===== src/rtl/button_press_classifier.sv =====
`timescale 1ns/1ps
`default_nettype none
// ============================================================================
// Module  : button_press_classifier
// Purpose : Classifies debounced button presses as short, long or double and
//           emits one-cycle event pulses, a held-long status and an event count.
// Revision: 1.0 - initial release
// ============================================================================
module button_press_classifier #(
    parameter int LONG_CYCLES       = 1000,
    parameter int DOUBLE_GAP_CYCLES = 300,
    parameter int CNT_WIDTH         = 16
) (
    input  logic       clk,
    input  logic       reset,
    input  logic       debouncedInput,
    output logic       shortPress,
    output logic       longPress,
    output logic       doublePress,
    output logic       longHeld,
    output logic [7:0] pressCount
);

    typedef enum logic [2:0] {
        ST_IDLE      = 3'd0,
        ST_PRESS1    = 3'd1,
        ST_GAP       = 3'd2,
        ST_PRESS2    = 3'd3,
        ST_LONG_HOLD = 3'd4
    } state_t;

    localparam logic [CNT_WIDTH-1:0] c_cnt_one   = CNT_WIDTH'(1);
    localparam logic [CNT_WIDTH-1:0] c_cnt_max   = '1;
    localparam logic [CNT_WIDTH-1:0] c_long_last = CNT_WIDTH'(LONG_CYCLES - 1);
    localparam logic [CNT_WIDTH-1:0] c_gap_last  = CNT_WIDTH'(DOUBLE_GAP_CYCLES - 1);

    state_t               state_q, state_d;
    logic [CNT_WIDTH-1:0] cnt_q, cnt_d;
    logic                 short_press_q, short_press_d;
    logic                 long_press_q, long_press_d;
    logic                 double_press_q, double_press_d;
    logic                 long_held_q, long_held_d;
    logic [7:0]           press_count_q, press_count_d;
    logic [CNT_WIDTH-1:0] w_cnt_inc;

    always_comb begin
        state_d        = state_q;
        cnt_d          = cnt_q;
        short_press_d  = 1'b0;
        long_press_d   = 1'b0;
        double_press_d = 1'b0;
        w_cnt_inc      = (cnt_q == c_cnt_max) ? cnt_q : cnt_q + c_cnt_one;

        // cnt holds the number of samples already seen in the current phase,
        // so comparing against N-1 fires on the N-th sample.
        case (state_q)
            ST_IDLE: begin
                if (debouncedInput) begin
                    state_d = ST_PRESS1;
                    cnt_d   = c_cnt_one;
                end
            end
            ST_PRESS1: begin
                if (debouncedInput) begin
                    if (cnt_q == c_long_last) begin
                        state_d      = ST_LONG_HOLD;
                        long_press_d = 1'b1;
                    end else begin
                        cnt_d = w_cnt_inc;
                    end
                end else if (DOUBLE_GAP_CYCLES == 1) begin
                    state_d       = ST_IDLE;
                    cnt_d         = '0;
                    short_press_d = 1'b1;
                end else begin
                    state_d = ST_GAP;
                    cnt_d   = c_cnt_one;
                end
            end
            ST_GAP: begin
                if (debouncedInput) begin
                    state_d = ST_PRESS2;
                    cnt_d   = c_cnt_one;
                end else if (cnt_q == c_gap_last) begin
                    state_d       = ST_IDLE;
                    cnt_d         = '0;
                    short_press_d = 1'b1;
                end else begin
                    cnt_d = w_cnt_inc;
                end
            end
            ST_PRESS2: begin
                if (!debouncedInput) begin
                    state_d        = ST_IDLE;
                    cnt_d          = '0;
                    double_press_d = 1'b1;
                end else if (cnt_q == c_long_last) begin
                    state_d        = ST_LONG_HOLD;
                    double_press_d = 1'b1;
                end else begin
                    cnt_d = w_cnt_inc;
                end
            end
            ST_LONG_HOLD: begin
                if (!debouncedInput) begin
                    state_d = ST_IDLE;
                    cnt_d   = '0;
                end
            end
            default: begin
                state_d = ST_IDLE;
                cnt_d   = '0;
            end
        endcase

        long_held_d   = (state_d == ST_LONG_HOLD);
        press_count_d = press_count_q;
        if (short_press_d || long_press_d || double_press_d) begin
            press_count_d = press_count_q + 8'd1;
        end
    end

    always_ff @(posedge clk) begin
        if (reset) begin
            state_q        <= ST_IDLE;
            cnt_q          <= '0;
            short_press_q  <= 1'b0;
            long_press_q   <= 1'b0;
            double_press_q <= 1'b0;
            long_held_q    <= 1'b0;
            press_count_q  <= 8'd0;
        end else begin
            state_q        <= state_d;
            cnt_q          <= cnt_d;
            short_press_q  <= short_press_d;
            long_press_q   <= long_press_d;
            double_press_q <= double_press_d;
            long_held_q    <= long_held_d;
            press_count_q  <= press_count_d;
        end
    end

    assign shortPress  = short_press_q;
    assign longPress   = long_press_q;
    assign doublePress = double_press_q;
    assign longHeld    = long_held_q;
    assign pressCount  = press_count_q;

endmodule
`default_nettype wire


===== config.mk =====
export PLATFORM = sky130hd
export DESIGN_NAME = button_press_classifier
export DESIGN_NICKNAME = d
export VERILOG_FILES = /design/src/rtl/button_press_classifier.sv
export SDC_FILE = /design/constraint.sdc
export NUM_CORES = 1
export LEC_CHECK = 0
export BUFFER_PORTS_ARGS = -buffer_cell sky130_fd_sc_hd__buf_2
export CAP_MARGIN = 20
export CORE_ASPECT_RATIO = 1.2
export CORE_UTILIZATION = 56
export CTS_BUF_LIST = sky130_fd_sc_hd__clkbuf_4 sky130_fd_sc_hd__clkbuf_8
export DETAILED_ROUTE_END_ITERATION = 16
export PLACE_DENSITY = 0.85
export SLEW_MARGIN = 25
export SYNTH_ARGS = -nofsm -noshare
export SYNTH_HDL_FRONTEND = slang
export SYNTH_SLANG_ARGS = --single-unit

===== constraint.sdc =====
create_clock -name clk -period 2.35 [get_ports clk]
set_input_delay 0 -clock clk [delete_from_list [all_inputs] [get_ports clk]]
set_output_delay 0 -clock clk [all_outputs]
set_load 0.05 [all_outputs]

==> summary.txt <==
Power
  • Power Density: 421 nW/µm²
  • P_leak: 0.857 nW
  • Worst VDD drop: 0.532 mV
  • Net Sw Power: 0.260 mW
  • Design Power: 0.949 mW
  • Sequential share of power: 56.3%
  • Logic pwr share: 9.7%
  • Clock power share: 34.0%
  • Net Sw Frac: 27.4%
  • P_int: 0.689 mW

Floorplan
  • Starting density of the core: 60.4%
  • Core area: 3140 µm²
  • FP Rows: 22
  • Die width: 55.1 µm
  • Die Footprint: 3630 µm²
  • Die H: 65.8 µm
  • Ports: 15

Synth
  • Post-synth top cells: dfxtp_1, nand2_1, a21oi_1, nand3_1, nor2_1
  • Count leader, synth: dfxtp_1
  • Mapped cell area: 1900 µm²
  • Synth Register Bits: 31
  • Syn_nets: 248
  • Asr flop ratio synth: 0%
  • Xor/xnor share of the synthesized area: 0.462%
  • Mean Syn Cell Area: 7.81 µm²
  • Sequential fraction of the synthesis area: 32.7%
  • Complex-gate fraction of the synthesized area: 26.6%
  • Share of the synthesized area in the top cell type: 32.7%
  • Multiplexer share of the synthesized area: 1.19%
  • Warnings from Yosys: 0
  • Synth Area in Simple Gates: 32.2%
  • Post-synthesis cell type count: 51
  • Adder-cell share of the synthesized area: 1.32%
  • Synth area leader: dfxtp_1
  • Post-Syn Instances: 243
  • Ys flop type: dfxtp_1
  • EDFF count, synth: 0
  • Largest family of logic cells by synthesized area: simple AND/OR/NAND/NOR gates
  • Top cells by area, synth: dfxtp_1, a21oi_1, nand3_1, nand2_1, nand4_1

Critical path
  • Crit path buf inv count: 0
  • CP Launch Point: cnt_q[10]$_SDFFE_PP0P_
  • Req. time, crit path: 2.64 ns
  • Worst EP arrival: 2.66 ns
  • CP Cell Sequence: or4b_4 -> or4_4 -> a2bb2oi_4 -> or4_1 -> a21oi_1
  • Startpoint types: flip-flop
  • Crit path capture type: flip-flop
  • R2r startpoint: cnt_q[10]$_SDFFE_PP0P_
  • R2R Path End: pressCount[3]$_SDFFE_PP0P_
  • Worst Setup Path Type: flip-flop to flip-flop
  • CP Max Fanout: 11
  • R2R depth: 5
  • Slowest-stage cell, CP: or4b_4
  • WP depth: 5
  • Flop-to-flop setup slack: -0.03 ns
  • CP delay by family, top: simple AND/OR/NAND/NOR gates
  • Max incr delay on CP: 0.60 ns

Timing
  • Final period util: 101%
  • Slew at the pin closest to its max-slew limit: 0.615 ns
  • Max-slew violations: 0
  • RSZ-0062 raised after global routing: true
  • Worst clock skew: 0.0107 ns
  • Slew margin rel.: 58.7%
  • Min Tclk post-route: 2.38 ns
  • Setup ws final: -0.0259 ns
  • Setup TNS: -0.0362 ns
  • Fmax: 421 MHz
  • Final Hold Vio Count: 0
  • Final setup violation count: 3

CTS
  • Clock-pin slew on the worst setup and hold paths: 0.10 ns
  • CTS max path bufs: 2
  • H-tree depth: 2
  • Clk sinks: 31
  • CTS tree: done
  • Hold_buf cts: 0
  • Num CTS Buffers: 5
  • CTS root buffer: clkbuf_4
  • Worst-skew pair later-pin latency: 0.35 ns
  • Post-CTS setup buffers: 0

Min path
  • Hold Path Sink: doublePress$_SDFF_PP0_
  • Worst hold path cell count: 2
  • Hold/Removal Path Class: primary input to flip-flop
  • Min-delay src: debouncedInput

Placement
  • Buffers on Ports: 14
  • GP Congestion: 0.977
  • Dpl hpwl: 3670 µm

Final layout
  • Area grow syn2layout: 18.9%
  • Ant diodes: 0
  • Nets: 278
  • Layout cells sized above 1: 23.7%

Drt
  • DRC Markers: 0
  • DRT antenna net count: 0
  • Final WL: 5100 µm
  • Drt via density: 6.60
  • WL/cell: 16.4 µm
  • Total number of vias: 2047
  • Initial DRC Count: 118
  • Pre-antenna DRT Iters: 5

GRT
  • Total gr overflow: 0
  • Largest net degree at the start of global routing: 27
  • Initial antenna violation count: 0
  • Vias in the first global route: 1898
  • GRT Resource Usage Total: 32.7%
  • First-pass GRT wire length: 8420 µm

Flow run
  • MaxCap Viol Count: 0

Status
  • Failing checks: negative setup slack
  • Status: complete, but fails checks
==> sequential cells by signal, indices dropped and copies added (netlist names) <==
register     flops
longPress        1
doublePress      1
longHeld         1
shortPress       1
cnt_q           16
state_q          3
pressCount       8
==> how the worst max path moves through the flow <==
stage	endpoint	slack (ns)
5_1_grt	cnt_q[4]$_SDFFE_PP0P_	-0.14
3_3_place_gp	pressCount[3]$_SDFFE_PP0P_	0.04
6_report	pressCount[3]$_SDFFE_PP0P_	-0.03
2_1_floorplan	cnt_q[9]$_SDFFE_PP0P_	-0.04
4_1_cts	pressCount[3]$_SDFFE_PP0P_	-0.0007
3_5_place_dp	pressCount[3]$_SDFFE_PP0P_	0.003
==> layout make-up <==
cell class                 instances  area, µm²
multi-input combinational        185       1220
fill                             261        883
sequential                        31        624
timing repair buffer              41        273
clock buffer                       6       45.0
tap                               36       45.0
inverter                           9       33.8
clock inverter                     2       12.5
==> worst register-to-register path, stage by stage, from the launching register on <==
cell       delay [ns]
dfxtp_2          0.33
or4b_4           0.60
or4_4            0.57
a2bb2oi_4        0.20
or4_1            0.49
a21oi_1          0.14
==> cell usage in the layout (no fill, tap or decap), types with 3 or more instances in the layout <==
master	n
or3_1	4
dfxtp_1	28
a32oi_1	3
and2_1	3
a21oi_1	17
or4_1	3
buf_4	27
o22ai_1	3
and3_1	8
nor2b_1	5
dfxtp_2	3
nand3_1	17
o41ai_1	3
nand2_1	21
a31oi_1	4
inv_1	9
nor3_1	5
buf_2	14
o31ai_1	6
a21o_1	3
o211ai_1	3
nor2_1	14
o21ai_0	9
clkbuf_4	6
a211oi_1	3
nand4_1	10
==> stage by stage <==
stage / instances / util (%) / setup slack, ns / instance area, µm² / hold WS [ns]
global placement: 302 / 68.7 / 0.0391 / 2160 / 0.382
floorplan: 243 / - / -0.0387 / 1920 / 0.326
finish: 310 / 71.9 / -0.0259 / 2250 / 0.0270
detailed placement: 302 / 68.7 / 0.00272 / 2160 / 0.383
CTS: 310 / 70.6 / -0.000703 / 2220 / 0.00393
global route: 310 / 71.9 / -0.143 / 2250 / 0.0218
==> power groups by stage <==
stage / sequential, mW / clock, mW / combinational [mW]
after floorplan: 0.545 / 0 / 0.0621
after global placement: 0.547 / 0 / 0.0863
after detailed placement: 0.547 / 0 / 0.0879
after CTS: 0.535 / 0.330 / 0.0879
after global routing: 0.536 / 0.354 / 0.101
final: 0.535 / 0.322 / 0.0919
==> timing repair <==
action	4_1_cts	5_1_grt
gates resized for setup	1	7
endpoints found under the setup margin	1	12
pin swaps	0	2
==> per-layer routing <==
layer	vias to the layer above	global-route usage (%)	wire length (µm)
met4	0	22.2	255
met1	938	39.6	2110
met2	87	49.7	2420
li1	998	-	-
met5	-	0	0
met3	24	7.18	307
==> cells by family (layout without fill, tap and decap cells) <==
kind of cell | Yosys count | in the layout
AOI/OAI and AO/OA | 72 | 72
xor gates and xnor gates | 1 | 1
adders and majority gates | 2 | 2
buffers and inverters | 27 | 58
DFF | 31 | 31
muxes | 2 | 2
and+or+nand+nor | 108 | 108
(Power assumes the default switching activity.)
